### src/rtl/pwm_ramp_controller.sv
// pwm_ramp_controller: toggle-handshaked command decode, slew-limited duty ramp, PWM generation and status echo
module pwm_ramp_controller #(
  parameter int RAMP_DIV = 1,
  parameter int CNT_W = 8
) (
  input  logic             clk,
  input  logic             reset_n,
  input  logic [31:0]      pwm_ctrl,
  output logic [7:0]       pwm_status,
  output logic             pwm_out,
  output logic [CNT_W-1:0] duty_cur
);
  typedef enum logic [1:0] {IDLE, RAMP, RUN, STOP} state_t;
  localparam logic [7:0] DIV_LAST = 8'(RAMP_DIV - 1);
  state_t state, state_nxt;
  logic last_toggle, cmd_det, tick, wrap, step_evt, running, unused_ctrl;
  logic [7:0] presc, presc_act, presc_cnt, div_cnt;
  logic [CNT_W-1:0] target, step, pwm_cnt, goal, duty_step, duty_nxt;
  logic [CNT_W:0] up, dn;
  assign unused_ctrl = ^pwm_ctrl[30:25];
  assign tick = presc_cnt == presc_act;
  assign wrap = tick && &pwm_cnt;
  assign step_evt = wrap && div_cnt == DIV_LAST;
  assign running = state != IDLE;
  // 9-bit sums clamp at the goal so the duty never overshoots or wraps
  always_comb begin
    goal = state == STOP ? '0 : target;
    up = {1'b0, duty_cur} + {1'b0, step};
    dn = {1'b0, duty_cur} - {1'b0, step};
    duty_step = step == '0 ? goal
              : duty_cur < goal ? (up > {1'b0, goal} ? goal : up[CNT_W-1:0])
              : (dn[CNT_W] || dn[CNT_W-1:0] < goal ? goal : dn[CNT_W-1:0]);
    duty_nxt = step_evt && running ? duty_step : duty_cur;
  end
  // a command decides against the duty that this edge will leave in place
  always_comb begin
    state_nxt = state;
    if (cmd_det)
      state_nxt = pwm_ctrl[24] ? (pwm_ctrl[CNT_W-1:0] == duty_nxt ? RUN : RAMP)
                               : (state == IDLE ? IDLE : STOP);
    else if (state == RAMP && step_evt && duty_nxt == target)
      state_nxt = RUN;
    else if (state == STOP && step_evt && duty_nxt == '0)
      state_nxt = IDLE;
  end
  always_ff @(posedge clk or negedge reset_n) begin
    if (!reset_n) begin
      state <= IDLE;
      last_toggle <= 1'b0;
      cmd_det <= 1'b0;
      target <= '0;
      presc <= '0;
      step <= '0;
      presc_act <= '0;
      presc_cnt <= '0;
      div_cnt <= '0;
      pwm_cnt <= '0;
      duty_cur <= '0;
      pwm_out <= 1'b0;
      pwm_status <= '0;
    end else begin
      state <= state_nxt;
      cmd_det <= (pwm_ctrl[31] != last_toggle) && !cmd_det;
      if (cmd_det) begin
        last_toggle <= pwm_ctrl[31];
        target <= pwm_ctrl[CNT_W-1:0];
        presc <= pwm_ctrl[15:8];
        step <= pwm_ctrl[23:16];
      end
      presc_cnt <= tick ? '0 : presc_cnt + 1'b1;
      if (tick) pwm_cnt <= pwm_cnt + 1'b1;
      if (wrap) begin
        presc_act <= presc;
        div_cnt <= step_evt ? '0 : div_cnt + 1'b1;
      end
      duty_cur <= duty_nxt;
      pwm_out <= running && pwm_cnt < duty_cur;
      pwm_status <= {duty_cur[CNT_W-1:CNT_W-4], cmd_det ? pwm_ctrl[31] : pwm_status[3],
                     running && duty_cur == target, running, state == RAMP || state == STOP};
    end
  end
endmodule

### config.mk
export PLATFORM = sky130hd
export DESIGN_NAME = pwm_ramp_controller
export DESIGN_NICKNAME = d
export VERILOG_FILES = /design/src/rtl/pwm_ramp_controller.sv
export SDC_FILE = /design/constraint.sdc
export NUM_CORES = 1
export LEC_CHECK = 0
export ABC_CLOCK_PERIOD_IN_PS = 6100
export CORE_MARGIN = 3
export CORE_UTILIZATION = 25
export CTS_CLUSTER_DIAMETER = 200
export DETAILED_ROUTE_END_ITERATION = 6
export SETUP_SLACK_MARGIN = 0.1
export SLEW_MARGIN = 15
export SYNTH_ARGS = -nofsm -noshare
export SYNTH_HDL_FRONTEND = slang
export SYNTH_SLANG_ARGS = --single-unit
### constraint.sdc
create_clock -name clk -period 6.1 [get_ports clk]
set_clock_uncertainty 0.15 [all_clocks]
set_input_delay 1.22 -clock clk [delete_from_list [all_inputs] [get_ports clk]]
set_output_delay 1.22 -clock clk [all_outputs]
set_load 0.01 [all_outputs]
==> results of run 1 <==
[flip-flops by register name (all words and copies together), names as in the netlist]
signal       flops
div_cnt          8
duty_cur         8
presc            8
presc_act        8
presc_cnt        8
pwm_cnt          8
step             8
target           8
pwm_status       7
state            2
cmd_det          1
last_toggle      1
pwm_out          1
[how the worst max path moves through the flow]
| stage | from | end | slack [ns] |
|---|---|---|---|
| after detailed placement | duty_cur[0] | state[1] | 0.43 |
| final | duty_cur[0] | state[1] | 0.48 |
| after CTS | duty_cur[0] | state[1] | 0.40 |
| after floorplan | duty_cur[0] | state[1] | 1.07 |
| after global placement | duty_cur[0] | state[1] | 0.47 |
| after global routing | duty_cur[0] | state[1] | 0.18 |
[cell type report]
type	instances	area (sq um)	share of cell area (%)
Multi-Input combinational cell	459	3510	52.1
Inverter	42	158	2.34
Sequential cell	76	1900	28.2
Tap cell	280	350	5.19
Timing Repair Buffer	58	543	8.05
Clock buffer	9	225	3.34
Clock inverter	7	56.3	0.835
[worst reg2reg max path, stage by stage (launching register included)]
cell,delay [ns]
dfrtp_1,0.47
inv_1,0.18
ha_1,0.19
inv_1,0.05
fa_1,0.39
a211oi_1,0.38
o21bai_1,0.13
a21oi_1,0.20
xnor2_1,0.19
ha_1,0.29
and4_1,0.18
a21oi_1,0.26
o21ai_0,0.23
o21ai_2,0.32
mux2i_1,0.31
o221ai_1,0.20
o21ai_0,0.31
or4b_4,0.52
o311a_1,0.30
nor4_1,0.26
[routing by layer]
| layer | vias to the layer above | wire, um | global-route usage [%] |
|---|---|---|---|
| li1 | 2326 | - | - |
| met1 | 2282 | 8210 | 20.3 |
| met2 | 138 | 6980 | 19.6 |
| met3 | 21 | 958 | 2.93 |
| met4 | 0 | 286 | 3.83 |
| met5 | - | 0 | 0 |
[cells by family (layout without fill, tap and decap cells)]
| group | Yosys count | after routing |
|---|---|---|
| simple gates | 178 | 178 |
| compound gates | 142 | 142 |
| flops | 76 | 76 |
| buf+inv | 61 | 116 |
| fa+ha+maj | 51 | 51 |
| xor+xnor | 50 | 50 |
| mux | 38 | 38 |
[timing repair]
action	in CTS	in global routing
hold buffers	0	0
gates resized for setup	0	1
endpoints found under the setup margin	0	1
[cells in the mapped netlist (7+ instances only)]
| library cell | count | share of area, % |
|---|---|---|
| nand2_1 | 39 | 2.6 |
| inv_1 | 41 | 2.7 |
| nor4_1 | 12 | 1.3 |
| mux2i_1 | 8 | 1.4 |
| nand4_1 | 11 | 1.2 |
| nor2_1 | 38 | 2.5 |
| xnor2_1 | 38 | 5.9 |
| a21o_1 | 8 | 1.1 |
| mux2_2 | 29 | 5.8 |
| xor2_1 | 12 | 1.9 |
| o21ai_0 | 21 | 1.9 |
| ha_1 | 49 | 11 |
| nor3_1 | 16 | 1.4 |
| a21oi_1 | 21 | 1.9 |
| dfrtp_1 | 76 | 34 |
| nand3_1 | 15 | 1.3 |
| clkbuf_1 | 12 | 0.80 |
| nor2b_1 | 7 | 0.78 |
| a211oi_1 | 11 | 1.5 |
[through the flow]
stage,instances,setup WS [ns]
floorplan,596,1.07
CTS,931,0.397
finish,931,0.480
global placement,915,0.468
detailed placement,915,0.434
global route,931,0.177
[power by group through the flow]
stage / Sequential (mW) / Clock [mW] / Combinational [mW]
4_1_cts: 0.727 / 0.529 / 1.56
6_report: 0.727 / 0.512 / 1.57
3_3_place_gp: 0.734 / 0 / 1.53
3_5_place_dp: 0.736 / 0 / 1.54
5_1_grt: 0.745 / 0.550 / 1.74
2_1_floorplan: 0.681 / 0 / 1.19
==> metrics, run 1 <==
total number of vias=about 4.8k; Die X=roughly 160 um; IO Pins=51; final setup fails=0; post-route ant nets=0; Starting Density=between 20 and 30%; Peak VDD IR=between 0.2 and 0.25 mV; PD cells=about 420 mW/mm^2; vias in the first global route=approximately 4.5k; DR iter-0 viols=around 350; CP max FO=5; Crit path largest cell delay=between 0.5 and 0.6 ns; # Max-Cap Violations=0; Critical Path Start Type=flip-flop; Achievable Freq=between 0.15 and 0.2 GHz; DPL Wire Length=~13,000 um; r2r worst-path depth=19; leading cell type in the layout, fill and taps excluded=dfrtp_1; reg-to-reg slack, setup=between 0.4 and 0.5 ns; total chip power=between 2 and 3 mW; Worst Path Required=approximately 6 ns; final instance area=around 0.0067 sq mm; syn avg cell area=about 9.5 sq um; outcome=finished, final reports clean; core area=~0.022 sq mm; critical path class=reg2reg; Reg-to-Reg Start=duty_cur[0]; Syn. warnings=0; worst r2r dst=state[1]; syn_nets=approximately 700; GR Overflow Total=0; Antenna diodes=0; Crit path max-delay family=compound AO/OA/AOI/OAI gates; Max Root-Sink Buffers=2; layout cells sized above 1=approximately an eighth; Yosys cell types=between 70 and 80; clock share of power=a little under a fifth; Psw=1.27 mW; die height=about 160 um; arrival time at the worst endpoint=5.70 ns; Post-CTS Setup Bufs=0; post-layout util=a little under a third; XOR/XNOR Fraction of Synth Area=under 10%; RSZ-0062 raised after global routing=false; post-synthesis compound-gate area fraction=18.7%; Pint=~1.5 mW; H-Tree Depth=3; clock sinks=76; first-pass GRT wire length=roughly 26,000 um; CTS Buf Count=9; worst-path cell chain=inv_1, ha_1, inv_1, fa_1, a211oi_1, o21bai_1, a21oi_1, xnor2_1, ha_1, and4_1, a21oi_1, o21ai_0, o21ai_2, mux2i_1, o221ai_1, o21ai_0, or4b_4, o311a_1, nor4_1; Clock Latency Late Sink=around 0.34 ns; Post-Synth Simple-Gate Area=about 17%; GRT Util Overall=13.6%; crit path max-delay cell type=or4b_4; Layout Nets=731; root buf cell=clkbuf_16; final hold vios=0; routed wire length per instance=approximately 18 um; Syn Inst Count=~600; Mapped Area=approximately 0.0056 sq mm; die area=around 0.024 sq mm; Syn-to-layout area delta=19.5%; num rows=54; Sw Share=approximately 45%; post-route clock period utilization=92.1%; WHS Endpoint=div_cnt[7]; async set or reset register ratio after synthesis=100%; min Tclk post-route=5.62 ns; Seq/Total Area, Yosys=between 30% and 40%; DRT Wirelength=16,400 um; largest family of logic cells by synthesized area=compound AO/OA/AOI/OAI gates; Yosys reg bits=76; Logic pwr share=a little under three fifths; antenna violations before repair=0; # port buffers=44; DRC violations left=0; CP bufs+invs=2; Hold Path Class=reg2reg; Main synth FF type=dfrtp_1; Placer Congestion=about 0.9; CTS tree=yes; Worst-path clk slew=approximately 0.060 ns; hold path depth=1; worst slew pin tran=0.984 ns; sequential share of power=approximately 26%; Layout fillers=2,324; hold_ws=around 0.33 ns; first drt pass iteration count=6; CP Depth=19; setup TNS=0 ns; drt via density=between 5 and 6; DP Area=between 0.006 and 0.007 sq mm; EDFF count, synth=0; CP Capture Type=flip-flop; mux contribution to synthesized area=~7.5%; Synth Area in Adders=roughly 12%; Leak=a little under 3 nW; largest net degree at the start of global routing=77; fin. max-slew vios=0; Hold Startpoint=div_cnt[7]; most frequent cells in the layout=dfrtp_1, ha_1, clkdlybuf4s50_1, inv_1, nand2_1; Slew HR=approximately 34%
Power figures use the tool's default switching activity.
==> run 2: changes to the inputs <==
--- a/config.mk
+++ b/config.mk
@@ -10,7 +10,6 @@
 export CORE_UTILIZATION = 25
 export CTS_CLUSTER_DIAMETER = 200
 export DETAILED_ROUTE_END_ITERATION = 6
-export SETUP_SLACK_MARGIN = 0.1
 export SLEW_MARGIN = 15
 export SYNTH_ARGS = -nofsm -noshare
 export SYNTH_HDL_FRONTEND = slang
==> metrics, run 2 (synthesized netlist as in run 1, its figures left out) <==
min Tclk post-route=~5.7 ns; DRT Wirelength=roughly 16,000 um; IO Pins=51; Crit path largest cell delay=approximately 0.52 ns; outcome=finished, final reports clean; # port buffers=44; PD cells=between 400 and 500 mW/mm^2; Slew HR=between 30% and 40%; DP Area=0.00646 sq mm; CTS Buf Count=9; worst slew pin tran=0.985 ns; routed wire length per instance=17.6 um; Leak=~2.9 nW; root buf cell=clkbuf_16; final hold vios=0; layout cells sized above 1=between 10% and 20%; hold_ws=0.325 ns; first drt pass iteration count=5; num rows=54; Worst Path Required=around 6.2 ns; PostCTS Resize Cnt=0; most frequent cells in the layout=dfrtp_1, ha_1, clkdlybuf4s50_1, inv_1, nand2_1; Die X=156 um; DR iter-0 viols=around 350; DPL Wire Length=around 13,000 um; post-route ant nets=0; final instance area=between 0.006 and 0.007 sq mm; H-Tree Depth=3; arrival time at the worst endpoint=between 5 and 6 ns; die height=156 um; hold path depth=1; drt via density=between 5 and 6; largest net degree at the start of global routing=between 70 and 80; hold-fix buffers at CTS=0; antenna violations before repair=0; Worst-path clk slew=about 0.060 ns; Critical Path Start Type=flip-flop; r2r worst-path depth=19; Hold Path Class=reg2reg; Post-CTS Setup Bufs=0; Peak VDD IR=0.210 mV; leading cell type in the layout, fill and taps excluded=dfrtp_1; CP Capture Type=flip-flop; CP max FO=5; Layout fillers=2,326; setup TNS=0 ns; clock sinks=76; Max Root-Sink Buffers=2; # Max-Cap Violations=0; Achievable Freq=~0.17 GHz; fin. max-slew vios=0; total chip power=about 2.8 mW; vias in the first global route=roughly 4.5k; GR Overflow Total=0; core area=~0.022 sq mm; final setup fails=0; Layout Nets=around 730; CTS tree=yes; Placer Congestion=just under 0.9; worst-path cell chain=inv_1, ha_1, inv_1, fa_1, a211oi_1, o21bai_1, a21oi_1, xnor2_1, ha_1, and4_1, a21oi_1, o21ai_0, o21ai_1, mux2i_1, o221ai_1, o21ai_0, or4b_4, o311a_1, nor4_1; RSZ-0062 raised after global routing=false; first-pass GRT wire length=26,000 um; DRC violations left=0; GRT Util Overall=~14%; total number of vias=~4.8k; Syn-to-layout area delta=19.4%; crit path max-delay cell type=or4b_4; post-route clock period utilization=approximately 94%; Antenna diodes=0; critical path class=reg2reg; Starting Density=about a quarter; Clock Latency Late Sink=~0.34 ns; die area=roughly 0.024 sq mm
==> run 2: cell types whose count changed in the layout (fill, tap and decap cells not counted) <==
cell / delta
o21ai_1: +1
o21ai_2: -1
==> run 2: worst max-delay path, delay by kind of cell (launching register included) <==
kind / cells / cell delay, ns
AOI/OAI and AO/OA: 9 / 2.42
and+or+nand+nor: 3 / 0.96
adders and majority gates: 3 / 0.86
DFF: 1 / 0.47
muxes: 1 / 0.33
buffers and inverters: 2 / 0.23
xor gates and xnor gates: 1 / 0.19
==> run 2: report_power, final <==
part           switching (mW)  leakage, nW  total (mW)  internal [mW]
logic                   0.908         1.78        1.57          0.659
registers               0.123        0.980       0.727          0.603
clock network           0.230        0.137       0.511          0.281
total                    1.26         2.89        2.81           1.54
==> run 2: final cells by class <==
cell class | instances | area (sq um) | share of cell area [%]
Timing Repair Buffer | 58 | 543 | 8.05
Multi-Input combinational cell | 459 | 3510 | 52.0
Inverter | 42 | 158 | 2.34
Clock inverter | 7 | 56.3 | 0.835
Clock buffer | 9 | 225 | 3.34
Tap cell | 280 | 350 | 5.20
Sequential cell | 76 | 1900 | 28.2
==> run 2: worst paths after layout <==
kind	from	end	slack, ns
max	duty_cur[0]	state[1]	0.38
min	div_cnt[7]	div_cnt[7]	0.33
min reg2reg	div_cnt[7]	div_cnt[7]	0.33
max in group asynchronous	reset_n	presc[6]	4.26
max reg2reg	duty_cur[0]	state[1]	0.38
min in group asynchronous	reset_n	duty_cur[6]	0.90
==> run 2: metal layers <==
layer	up-vias	GRT usage, %	share of wire (%)
li1	2324	-	-
met1	2262	20.3	49
met2	160	19.6	43
met3	21	2.93	6.6
met4	0	3.83	1.7
met5	-	0	0
==> run 2: stage by stage <==
stage	instances	setup WS, ns	utilization (%)
3_3_place_gp	915	0.468	29.3
5_1_grt	931	0.0562	30.6
4_1_cts	931	0.397	30.6
3_5_place_dp	915	0.434	29.3
2_1_floorplan	596	1.07	-
6_report	931	0.378	30.6
==> run 3: changes to the inputs <==
--- a/config.mk
+++ b/config.mk
@@ -7,7 +7,7 @@
 export LEC_CHECK = 0
 export ABC_CLOCK_PERIOD_IN_PS = 6100
 export CORE_MARGIN = 3
-export CORE_UTILIZATION = 25
+export CORE_UTILIZATION = 29
 export CTS_CLUSTER_DIAMETER = 200
 export DETAILED_ROUTE_END_ITERATION = 6
 export SLEW_MARGIN = 15
==> metrics, run 3 (synthesized netlist as in run 1, its figures left out) <==
final setup fails=0; setup ws final=between 0.4 and 0.5 ns; IO Pins=between 50 and 60; H-Tree Depth=3; most frequent cells in the layout=dfrtp_1, ha_1, clkdlybuf4s50_1, inv_1, nand2_1; hold-fix buffers at CTS=0; RSZ-0062 raised after global routing=false; final instance area=about 0.0068 sq mm; final hold vios=0; Hold Startpoint=div_cnt[7]; DPL Wire Length=~12,000 um; Hold Path Class=reg2reg; worst slew pin tran=approximately 0.99 ns; clock share of power=20.5%; Worst Path Required=around 6.2 ns; DRT Wirelength=16,000 um; DRC violations left=0; num rows=50; drt via density=between 5 and 6; WHS Endpoint=div_cnt[7]; Leak=2.91 nW; post-route clock period utilization=92.2%; reg-to-reg slack, setup=around 0.47 ns; Starting Density=29.9%; arrival time at the worst endpoint=about 5.7 ns; Antenna diodes=0; vias in the first global route=between 4k and 5k; Critical Path Start Type=flip-flop; # port buffers=44; PostCTS Resize Cnt=0; post-layout util=a little over a third; fin. max-slew vios=0; Reg-to-Reg Start=duty_cur[0]; die height=approximately 150 um; worst r2r dst=state[1]; setup TNS=0 ns; Worst-path clk slew=~0.07 ns; # Max-Cap Violations=0; largest net degree at the start of global routing=a little under 80; Peak VDD IR=0.178 mV; hold path depth=1; clock sinks=between 70 and 80; critical path class=reg2reg; outcome=finished, final reports clean; Pint=approximately 1.6 mW; post-route ant nets=0; CP Capture Type=flip-flop; min Tclk post-route=about 5.6 ns; DR iter-0 viols=382; Psw=roughly 1.3 mW; die area=approximately 0.021 sq mm; Logic pwr share=~54%; Sw Share=between 40% and 50%; GR Overflow Total=0; DP Area=around 0.0064 sq mm; Achievable Freq=approximately 0.18 GHz; Layout Nets=between 700 and 800; CP max FO=4; Placer Congestion=slightly below 0.9; routed wire length per instance=around 18 um; Clock Latency Late Sink=around 0.35 ns; Setup WS pre-CTS=between 0.5 and 0.6 ns; core area=about 0.019 sq mm; hold_ws=about 0.32 ns; root buf cell=clkbuf_16; r2r worst-path depth=17; CTS Buf Count=9; total number of vias=4,768; leading cell type in the layout, fill and taps excluded=dfrtp_1; Slew HR=roughly a third; antenna violations before repair=0; PD cells=~430 mW/mm^2; first-pass GRT wire length=approximately 26,000 um; GRT Util Overall=around 15%; layout cells sized above 1=a little under an eighth; Die X=146 um; Syn-to-layout area delta=19.6%; first drt pass iteration count=5; Max Root-Sink Buffers=2; CTS tree=yes; Post-CTS Setup Bufs=0; sequential share of power=about 25%
-- run 3: cell count changes in the layout (fill, tap and decap cells not counted) --
cell	change
buf_4	-1
bufinv_16	+2
clkbuf_1	+1
clkinv_2	-1
clkinv_4	+1
clkinvlp_4	-1
inv_6	-2
-- run 3: worst max-delay path by stage --
stage,startpoint,to,cells past startpoint
5_1_grt,duty_cur[0],state[1],19
4_1_cts,duty_cur[1],state[1],18
2_1_floorplan,duty_cur[0],state[1],17
6_report,duty_cur[0],state[1],17
3_5_place_dp,duty_cur[1],state[1],18
3_3_place_gp,duty_cur[0],state[1],19
-- run 3: cell type report --
class | count | area [sq um]
sequential | 76 | 1900
inverter | 42 | 158
clock buffer | 10 | 229
multi-input combinational | 459 | 3510
clock inverter | 6 | 95.1
tap | 260 | 325
timing repair buffer | 57 | 536
fill | 1946 | 12100
-- run 3: power groups by stage --
stage          Clock [mW]  Combinational, mW  Sequential (mW)
2_1_floorplan           0               1.19            0.681
6_report            0.592               1.57            0.725
4_1_cts             0.612               1.55            0.725
3_5_place_dp            0               1.54            0.735
5_1_grt             0.634               1.75            0.745
3_3_place_gp            0               1.53            0.733
-- run 3: critical path, cell delays in order (launching register included) --
cell	delay [ns]
dfrtp_1	0.46
ha_1	0.26
fa_1	0.40
nor2b_1	0.17
o21ai_1	0.20
nand2_1	0.10
xnor2_1	0.35
ha_1	0.31
a21o_1	0.18
a221oi_1	0.29
a211oi_1	0.15
or4_1	0.63
mux2_4	0.38
o31ai_4	0.31
xnor2_1	0.13
a2111o_1	0.42
o311a_1	0.37
nor4_1	0.28
-- run 3: routing by layer --
layer	wire (um)	track usage, %
met5	0	0
met4	269	4.84
met3	962	2.80
met2	6750	22.9
met1	8050	22.8
-- run 3: metrics by stage --
step	total power, mW	std cells
floorplan	1.87	596
global placement	2.27	894
detailed placement	2.27	894
CTS	2.88	910
global route	3.13	910
finish	2.88	910
